==> src/rtl/bp_be_fe_queue_ctrl_if.sv <==
// FE-to-BE queue handshake bundle.
// Master is the FE/scheduler side, slave is the queue.
interface bp_be_fe_queue_ctrl_if #(
  parameter int els_p   = 8,
  parameter int width_p = 128,
  localparam int ptr_width_lp = $clog2(els_p) + 1
);
  logic [width_p-1:0]      fe_queue_i;
  logic                    fe_queue_v_i;
  logic                    fe_queue_ready_o;
  logic [width_p-1:0]      fe_queue_o;
  logic                    fe_queue_v_o;
  logic                    fe_queue_yumi_i;
  logic                    fe_queue_roll_i;
  logic                    fe_queue_deq_i;
  logic                    fe_queue_flush_i;
  logic [ptr_width_lp-1:0] occupancy_o;

  modport master (
    output fe_queue_i, fe_queue_v_i,
    output fe_queue_yumi_i, fe_queue_roll_i,
    output fe_queue_deq_i, fe_queue_flush_i,
    input  fe_queue_ready_o, fe_queue_o,
    input  fe_queue_v_o, occupancy_o
  );

  modport slave (
    input  fe_queue_i, fe_queue_v_i,
    input  fe_queue_yumi_i, fe_queue_roll_i,
    input  fe_queue_deq_i, fe_queue_flush_i,
    output fe_queue_ready_o, fe_queue_o,
    output fe_queue_v_o, occupancy_o
  );
endinterface

==> src/rtl/bp_be_fe_queue_ctrl.sv <==
// Checkpointed FE queue: write, speculative read and commit pointers.
// Issued entries stay resident until deq, so roll can replay them.
module bp_be_fe_queue_ctrl #(
  parameter int els_p   = 8,
  parameter int width_p = 128,
  localparam int ptr_width_lp = $clog2(els_p) + 1,
  localparam int idx_w_lp     = ptr_width_lp - 1
) (
  input  logic clk_i,
  input  logic reset_i,
  bp_be_fe_queue_ctrl_if.slave q
);

  typedef logic [ptr_width_lp-1:0] ptr_t;

  localparam ptr_t els_lp = ptr_t'(els_p);

  ptr_t wptr_q, wptr_d;
  ptr_t rptr_q, rptr_d;
  ptr_t cptr_q, cptr_d;

  logic [width_p-1:0] mem_q [els_p];

  logic ready;
  logic valid;
  logic enq;
  logic do_deq;
  logic do_yumi;
  ptr_t occ;

  assign occ   = wptr_q - cptr_q;
  assign ready = ~reset_i & (occ != els_lp);
  assign valid = (rptr_q != wptr_q);

  assign q.fe_queue_ready_o = ready;
  assign q.fe_queue_v_o     = valid;
  assign q.fe_queue_o       = mem_q[rptr_q[idx_w_lp-1:0]];
  assign q.occupancy_o      = occ;

  assign enq     = q.fe_queue_v_i & ready
                 & ~q.fe_queue_flush_i;
  assign do_deq  = q.fe_queue_deq_i
                 & (cptr_q != rptr_q);
  assign do_yumi = q.fe_queue_yumi_i & valid;

  // deq resolves first so roll/flush land on the post-deq commit point
  always_comb begin
    cptr_d = cptr_q + ptr_t'(do_deq);
    wptr_d = wptr_q + ptr_t'(enq);
    rptr_d = rptr_q + ptr_t'(do_yumi);
    if (q.fe_queue_flush_i) begin
      wptr_d = cptr_d;
      rptr_d = cptr_d;
    end else if (q.fe_queue_roll_i) begin
      rptr_d = cptr_d;
    end
  end

  always_ff @(posedge clk_i or posedge reset_i) begin
    if (reset_i) begin
      wptr_q <= '0;
      rptr_q <= '0;
      cptr_q <= '0;
    end else begin
      wptr_q <= wptr_d;
      rptr_q <= rptr_d;
      cptr_q <= cptr_d;
    end
  end

  always_ff @(posedge clk_i) begin
    if (enq) begin
      mem_q[wptr_q[idx_w_lp-1:0]] <= q.fe_queue_i;
    end
  end

  deq_needs_issued: assert property (
    @(posedge clk_i) disable iff (reset_i)
    q.fe_queue_deq_i |-> (cptr_q != rptr_q)
  );

  yumi_needs_valid: assert property (
    @(posedge clk_i) disable iff (reset_i)
    q.fe_queue_yumi_i |-> valid
  );

endmodule

==> src/flat_wrapper.sv <==
// flat-port wrapper written by rule: the top's interface ports become plain ports
module bp_be_fe_queue_ctrl_flat 
#(
  parameter int els_p   = 8,
  parameter int width_p = 128,
  localparam int ptr_width_lp = $clog2(els_p) + 1,
  localparam int idx_w_lp     = ptr_width_lp - 1
)
  (clk_i, reset_i, q_fe_queue_i, q_fe_queue_v_i, q_fe_queue_yumi_i, q_fe_queue_roll_i, q_fe_queue_deq_i, q_fe_queue_flush_i, q_fe_queue_ready_o, q_fe_queue_o, q_fe_queue_v_o, q_occupancy_o);
  bp_be_fe_queue_ctrl_if #(.els_p(els_p), .width_p(width_p)) q_i ();
  input  logic clk_i;
  input  logic reset_i;
  input wire logic [$bits(q_i.fe_queue_i)-1:0] q_fe_queue_i;
  input wire logic [$bits(q_i.fe_queue_v_i)-1:0] q_fe_queue_v_i;
  input wire logic [$bits(q_i.fe_queue_yumi_i)-1:0] q_fe_queue_yumi_i;
  input wire logic [$bits(q_i.fe_queue_roll_i)-1:0] q_fe_queue_roll_i;
  input wire logic [$bits(q_i.fe_queue_deq_i)-1:0] q_fe_queue_deq_i;
  input wire logic [$bits(q_i.fe_queue_flush_i)-1:0] q_fe_queue_flush_i;
  output wire logic [$bits(q_i.fe_queue_ready_o)-1:0] q_fe_queue_ready_o;
  output wire logic [$bits(q_i.fe_queue_o)-1:0] q_fe_queue_o;
  output wire logic [$bits(q_i.fe_queue_v_o)-1:0] q_fe_queue_v_o;
  output wire logic [$bits(q_i.occupancy_o)-1:0] q_occupancy_o;
  assign q_i.fe_queue_i = q_fe_queue_i;
  assign q_i.fe_queue_v_i = q_fe_queue_v_i;
  assign q_i.fe_queue_yumi_i = q_fe_queue_yumi_i;
  assign q_i.fe_queue_roll_i = q_fe_queue_roll_i;
  assign q_i.fe_queue_deq_i = q_fe_queue_deq_i;
  assign q_i.fe_queue_flush_i = q_fe_queue_flush_i;
  assign q_fe_queue_ready_o = q_i.fe_queue_ready_o;
  assign q_fe_queue_o = q_i.fe_queue_o;
  assign q_fe_queue_v_o = q_i.fe_queue_v_o;
  assign q_occupancy_o = q_i.occupancy_o;
  bp_be_fe_queue_ctrl #(.els_p(els_p), .width_p(width_p)) u_core (.clk_i(clk_i), .reset_i(reset_i), .q(q_i));
endmodule
==> config.mk <==
export PLATFORM = sky130hd
export DESIGN_NAME = bp_be_fe_queue_ctrl_flat
export DESIGN_NICKNAME = d
export VERILOG_FILES = /design/src/rtl/bp_be_fe_queue_ctrl_if.sv /design/src/rtl/bp_be_fe_queue_ctrl.sv /design/src/flat_wrapper.sv
export SDC_FILE = /design/constraint.sdc
export NUM_CORES = 1
export LEC_CHECK = 0
export CAP_MARGIN = 20
export CORE_MARGIN = 2
export CORE_UTILIZATION = 54
export CTS_CLUSTER_SIZE = 20
export DETAILED_ROUTE_END_ITERATION = 16
export MAX_ROUTING_LAYER = met4
export PLACE_DENSITY = 0.74
export SLEW_MARGIN = 20
export SYNTH_ARGS = -nofsm -noshare
export SYNTH_HDL_FRONTEND = slang
export SYNTH_SLANG_ARGS = --single-unit
==> constraint.sdc <==
create_clock -name clk_i -period 31.1 [get_ports clk_i]
set_clock_uncertainty 0.2 [all_clocks]
set_input_delay 3.11 -clock clk_i [delete_from_list [all_inputs] [get_ports clk_i]]
set_output_delay 3.11 -clock clk_i [all_outputs]
set_load 0.01 [all_outputs]
* Word level (Yosys, flattened, before mapping)
Memories as Yosys holds them, arrays and structs flattened. Cells that the tools add are included.
Storage, ports and cells: register bits after elaboration 12, bits in latches 0, RAM bits 1024, memory bits (read-only) 0, output and inout port bits 134, memories 1
Memory list:
- u_core.mem_q | words 8, bits a word 128, rd ports 1, clocked after memory_dff 0, wr ports 1, RTL line bp_be_fe_queue_ctrl.sv:22 | logic [width_p-1:0] mem_q [els_p];
Operators by class: add/sub/neg operators 4, multiply operators 0, div/mod/pow operators 0, magnitude comparators 0, equal/unequal tests 3, shift operators 0, multiplexer cells 5, bitwise logic cells 7, reduce and logical (&&, ||, !) cells 0
Operators by type and width (count):
- $add 4x1->4 | 3
- $mux 4 | 3
- $ne 4x4->1 | 2
- $and 1x1->1 | 5
- $ne 4x4->1 const B | 1
- $sub 4x4->4 | 1
- $mux 1 | 2
- $not 1->1 | 2

* Logic depth before layout (Yosys ltp)
depth after elaboration 7, gate-level depth with buffers 11, gate-level depth less buffers 11

* Worst setup path after synthesis
No wires, ideal clock.
path type input to register, start input port q_fe_queue_flush_i, end memory u_core.mem_q[1][0], enable pin, setup time 0.929 ns, arrival 15.733 ns, required time 29.971 ns, path slack 14.238 ns, stages on the path 4, buffers on the path 1, path through clkbuf_1 -> nor3b_1 -> nand2_1 -> nor4_1
Between the ends: longest elaborated chain between the ends 4
Ends and longest elaborated chain:
- start, declared | RTL line flat_wrapper.sv:18 | input wire logic [$bits(q_i.fe_queue_flush_i)-1:0] q_fe_queue_flush_i;
- $not 1->1 | RTL line bp_be_fe_queue_ctrl.sv:41 | & ~q.fe_queue_flush_i;
- $and 1x1->1 | RTL line bp_be_fe_queue_ctrl.sv:41
- $mux 1 | RTL line bp_be_fe_queue_ctrl.sv:72 | if (enq) begin
- $mux 1 (not written as such) | RTL line bp_be_fe_queue_ctrl.sv:73 | mem_q[wptr_q[idx_w_lp-1:0]] <= q.fe_queue_i;
- end, declared | RTL line bp_be_fe_queue_ctrl.sv:22
Every way passes these cells.

* Worst setup path in the final report
start register u_core.rptr_q[1], end output port q_fe_queue_o[79]
Between the ends: longest elaborated chain between the ends 1
Ends and longest elaborated chain:
- start, declared | RTL line bp_be_fe_queue_ctrl.sv:19 | ptr_t rptr_q, rptr_d;
- start signal, assigned | RTL line bp_be_fe_queue_ctrl.sv:66 | rptr_q <= rptr_d;
- $mem_v2 8x128
- end, declared | RTL line flat_wrapper.sv:20 | output wire logic [$bits(q_i.fe_queue_o)-1:0] q_fe_queue_o;
Every way passes these cells.

==> flow_metrics.py <==
metrics = {
    "logic_synthesis": {
        "synth-simple-area-share_pct": 0.441,
        "synthArstFlopShare_pct": 1.16,
        "ys_top_cells_by_area": "edfxtp_1 77%, mux4_2 8.7%, mux4_1 6.8%",
        "synth_fa_ha_area_share_pct": 0.334,
        "syn_nets": 1714,
        "yosys_warnings": 0,
        "synth-xor-area-share_pct": 0.353,
        "yosysTopAreaCell": "edfxtp_1",
        "synth.avg_cell_area_sq_um": 25.3,
        "yosysSeqAreaShare_pct": 78.2,
        "synth.top_cell.area_share_pct": 77.4,
        "synth_edf_count": 1024,
        "synth-seq-cells": 1036,
        "syn_inst": 1569,
        "synth_compound_area_share_pct": 0.104,
        "syn_area_sq_um": 39700,
        "synthMuxAreaShare_pct": 19.2,
        "ys.flop_type": "edfxtp_1",
        "ys_types": 31,
        "synth_top_family_by_area": "multiplexers",
    },
    "cts": {
        "cts_buffer_depth": 3,
        "path_clk_slew_ns": 0.06,
        "cts_sinks": 1036,
        "cts_root_buffer": "clkbuf_16",
        "cts_setup_buffers": 0,
        "cts_tree": "done",
        "cts.htree.levels": 3,
        "cts_buffers": 102,
        "hold_buffers": 0,
        "cts_resized": 0,
        "clk_latency_ns": 0.65,
    },
    "critical_path": {
        "cp_slowest_cell": "dfrtp_4",
        "rrSetupSlack_ns": 26.92,
        "crit_fanout": 147,
        "r2r-start": "u_core.wptr_q[0]$_DFF_PP0_",
        "cp_slowest_stage_delay_ns": 0.87,
        "crit_path_end_kind": "output pin",
        "crit_path_start_kind": "flop",
        "worstSetupPathType": "flop to output pin",
        "crit_path_start": "u_core.rptr_q[1]$_DFF_PP0_",
        "r2r_end": "u_core.mem_q[2][54]$_DFFE_PP_",
        "crit_arrival_ns": 4.53,
        "endpoint": "q_fe_queue_o[79]",
        "cp_cell_sequence": "buf_12, buf_4, mux4_1, mux2_2, clkdlybuf4s50_1",
        "required_ns": 27.79,
        "r2r_cells": 9,
    },
    "sta": {
        "final.setup.tns_ns": 0,
        "fin_crit_ns": 7.84,
        "hold_violations": 0,
        "tightest_slew_ns": 1.02,
        "slew_viol_final": 0,
        "final-setup-viol-count": 0,
        "rsz0062_at_grt": "no",
        "max_freq_ghz": 0.127,
        "slew_headroom_pct": 32.3,
        "fin_crit_sh_pct": 25.2,
    },
    "hold_path": {
        "hold_class": "flop to flop",
        "hp-start": "u_core.cptr_q[2]$_DFF_PP0_",
    },
    "pwr": {
        "internal_power_mw": 2.99,
        "clock_power_share_pct": 29.1,
        "comb_power_share_pct": 30.0,
        "ir_worst_vdd_mv": 0.0915,
        "power.total_mw": 4.10,
        "seqPwrFrac_pct": 40.9,
        "p_per_area_nw_per_um2": 87.6,
        "power_switching_mw": 1.11,
        "leakagePower_nw": 15.0,
        "swShare_pct": 27.1,
    },
    "global_routing": {
        "grt-ovfl-total": 0,
        "first_global_vias": 18200,
        "grt_pass1_wl_um": 115000,
        "grt_max_degree": 148,
        "antenna_found_initial": 8,
        "grt.total_usage_pct": 21.3,
    },
    "floorplanning": {
        "die-width_um": 275,
        "rows": 99,
        "pin_count": 269,
        "dieArea_sq_um": 75700,
        "die_h_um": 275,
        "start_util_pct": 54.5,
        "coreArea_sq_um": 72800,
    },
    "placed_design": {
        "gp_congestion": 0.785,
        "placed_area_sq_um": 43400,
        "placement.io_buffers": 268,
        "dpl.hpwl_um": 40400,
    },
    "routing": {
        "route.detailed.drc": 0,
        "drt_iter0_markers": 1345,
        "detail-route-antenna-nets": 0,
        "num_vias": 17500,
        "firstDrtPassIters": 4,
        "vias_per_cell": 5.93,
        "totalWireLength_um": 77700,
        "post_drt_wl_per_cell_um": 26.4,
    },
    "run_status": {
        "status": "complete, no violations",
    },
    "layout": {
        "fin_area_sq_um": 46800,
        "final_util_pct": 64.2,
        "drive_gt1_share_pct": 23.9,
        "nets": 2045,
        "final_common_cell": "edfxtp_1",
        "final_cell_mix": "1024 x edfxtp_1, 268 x clkdlybuf4s50_1, 153 x mux4_2",
        "syn2layout_area_growth_pct": 17.8,
    },
    "run": {
        "drv_cap": 0,
    },
}
[flip-flops by register name, summed over array words and instances, names as in the netlist]
register and count:
u_core.mem_q 1024, u_core.cptr_q 4, u_core.rptr_q 4, u_core.wptr_q 4
[how the worst min path moves through the flow]
stage / end / slack, ns / cells after the start
6_report: u_core.cptr_q[2]$_DFF_PP0_ / 0.41 / 1
4_1_cts: u_core.cptr_q[2]$_DFF_PP0_ / 0.40 / 1
5_1_grt: u_core.cptr_q[2]$_DFF_PP0_ / 0.44 / 1
3_5_place_dp: u_core.cptr_q[2]$_DFF_PP0_ / 0.39 / 1
3_3_place_gp: u_core.cptr_q[3]$_DFF_PP0_ / 0.39 / 1
2_1_floorplan: u_core.cptr_q[2]$_DFF_PP0_ / 0.33 / 1
[power groups by stage]
| stage | sequential (mW) | clock [mW] | combinational, mW |
|---|---|---|---|
| 4_1_cts | 1.68 | 1.22 | 1.25 |
| 6_report | 1.67 | 1.19 | 1.23 |
| 3_5_place_dp | 1.71 | 0 | 1.24 |
| 2_1_floorplan | 1.67 | 0 | 0.804 |
| 3_3_place_gp | 1.70 | 0 | 1.22 |
| 5_1_grt | 1.68 | 1.27 | 1.31 |
[through the flow]
step           instances  hold WS [ns]  setup slack (ns)
2_1_floorplan       1569         0.333             14.24
3_3_place_gp        2754         0.388             23.50
3_5_place_dp        2754         0.388             23.51
4_1_cts             2935         0.401             23.21
5_1_grt             2944         0.438             23.08
6_report            2945         0.409             23.26
[layout make-up]
cell class                 instances  area [sq um]
sequential                      1036         31100
antenna                            9          22.5
timing repair buffer             302          3010
clock inverter                    61           629
clock buffer                     120          2640
multi-input combinational        452          8180
inverter                           6          22.5
tap                              959          1200
fill                            4716         26100
[worst max-delay path: cells and delay by family (launching register included)]
| family | cells | cell delay (ns) |
|---|---|---|
| buf+inv | 3 | 2.05 |
| flops | 1 | 0.87 |
| mux | 2 | 0.68 |
[synth_stat cells (7+ instances only)]
library cell  number
buf_1             16
buf_2             10
buf_6             22
clkbuf_1          23
dfrtp_1           12
edfxtp_1        1024
ha_1               9
mux2_2           132
mux4_1           103
mux4_2           153
xnor2_1            7
xor2_1             9
[layer usage]
layer	track usage (%)	wire length, um	part of all wire, %	vias to the layer above
met1	28.1	32000	41	9320
met5	-	0	0	-
met2	34.4	40000	52	517
li1	-	-	-	7526
met4	5.60	1330	1.7	0
met3	4.21	4310	5.5	98
[kinds of logic after synthesis]
| group | Yosys count |
|---|---|
| DFF | 1036 |
| xor gates and xnor gates | 16 |
| and+or+nand+nor | 31 |
| buffers and inverters | 81 |
| muxes | 388 |
| AOI/OAI and AO/OA | 7 |
| adders and majority gates | 10 |
Power figures use the tool's default switching activity.
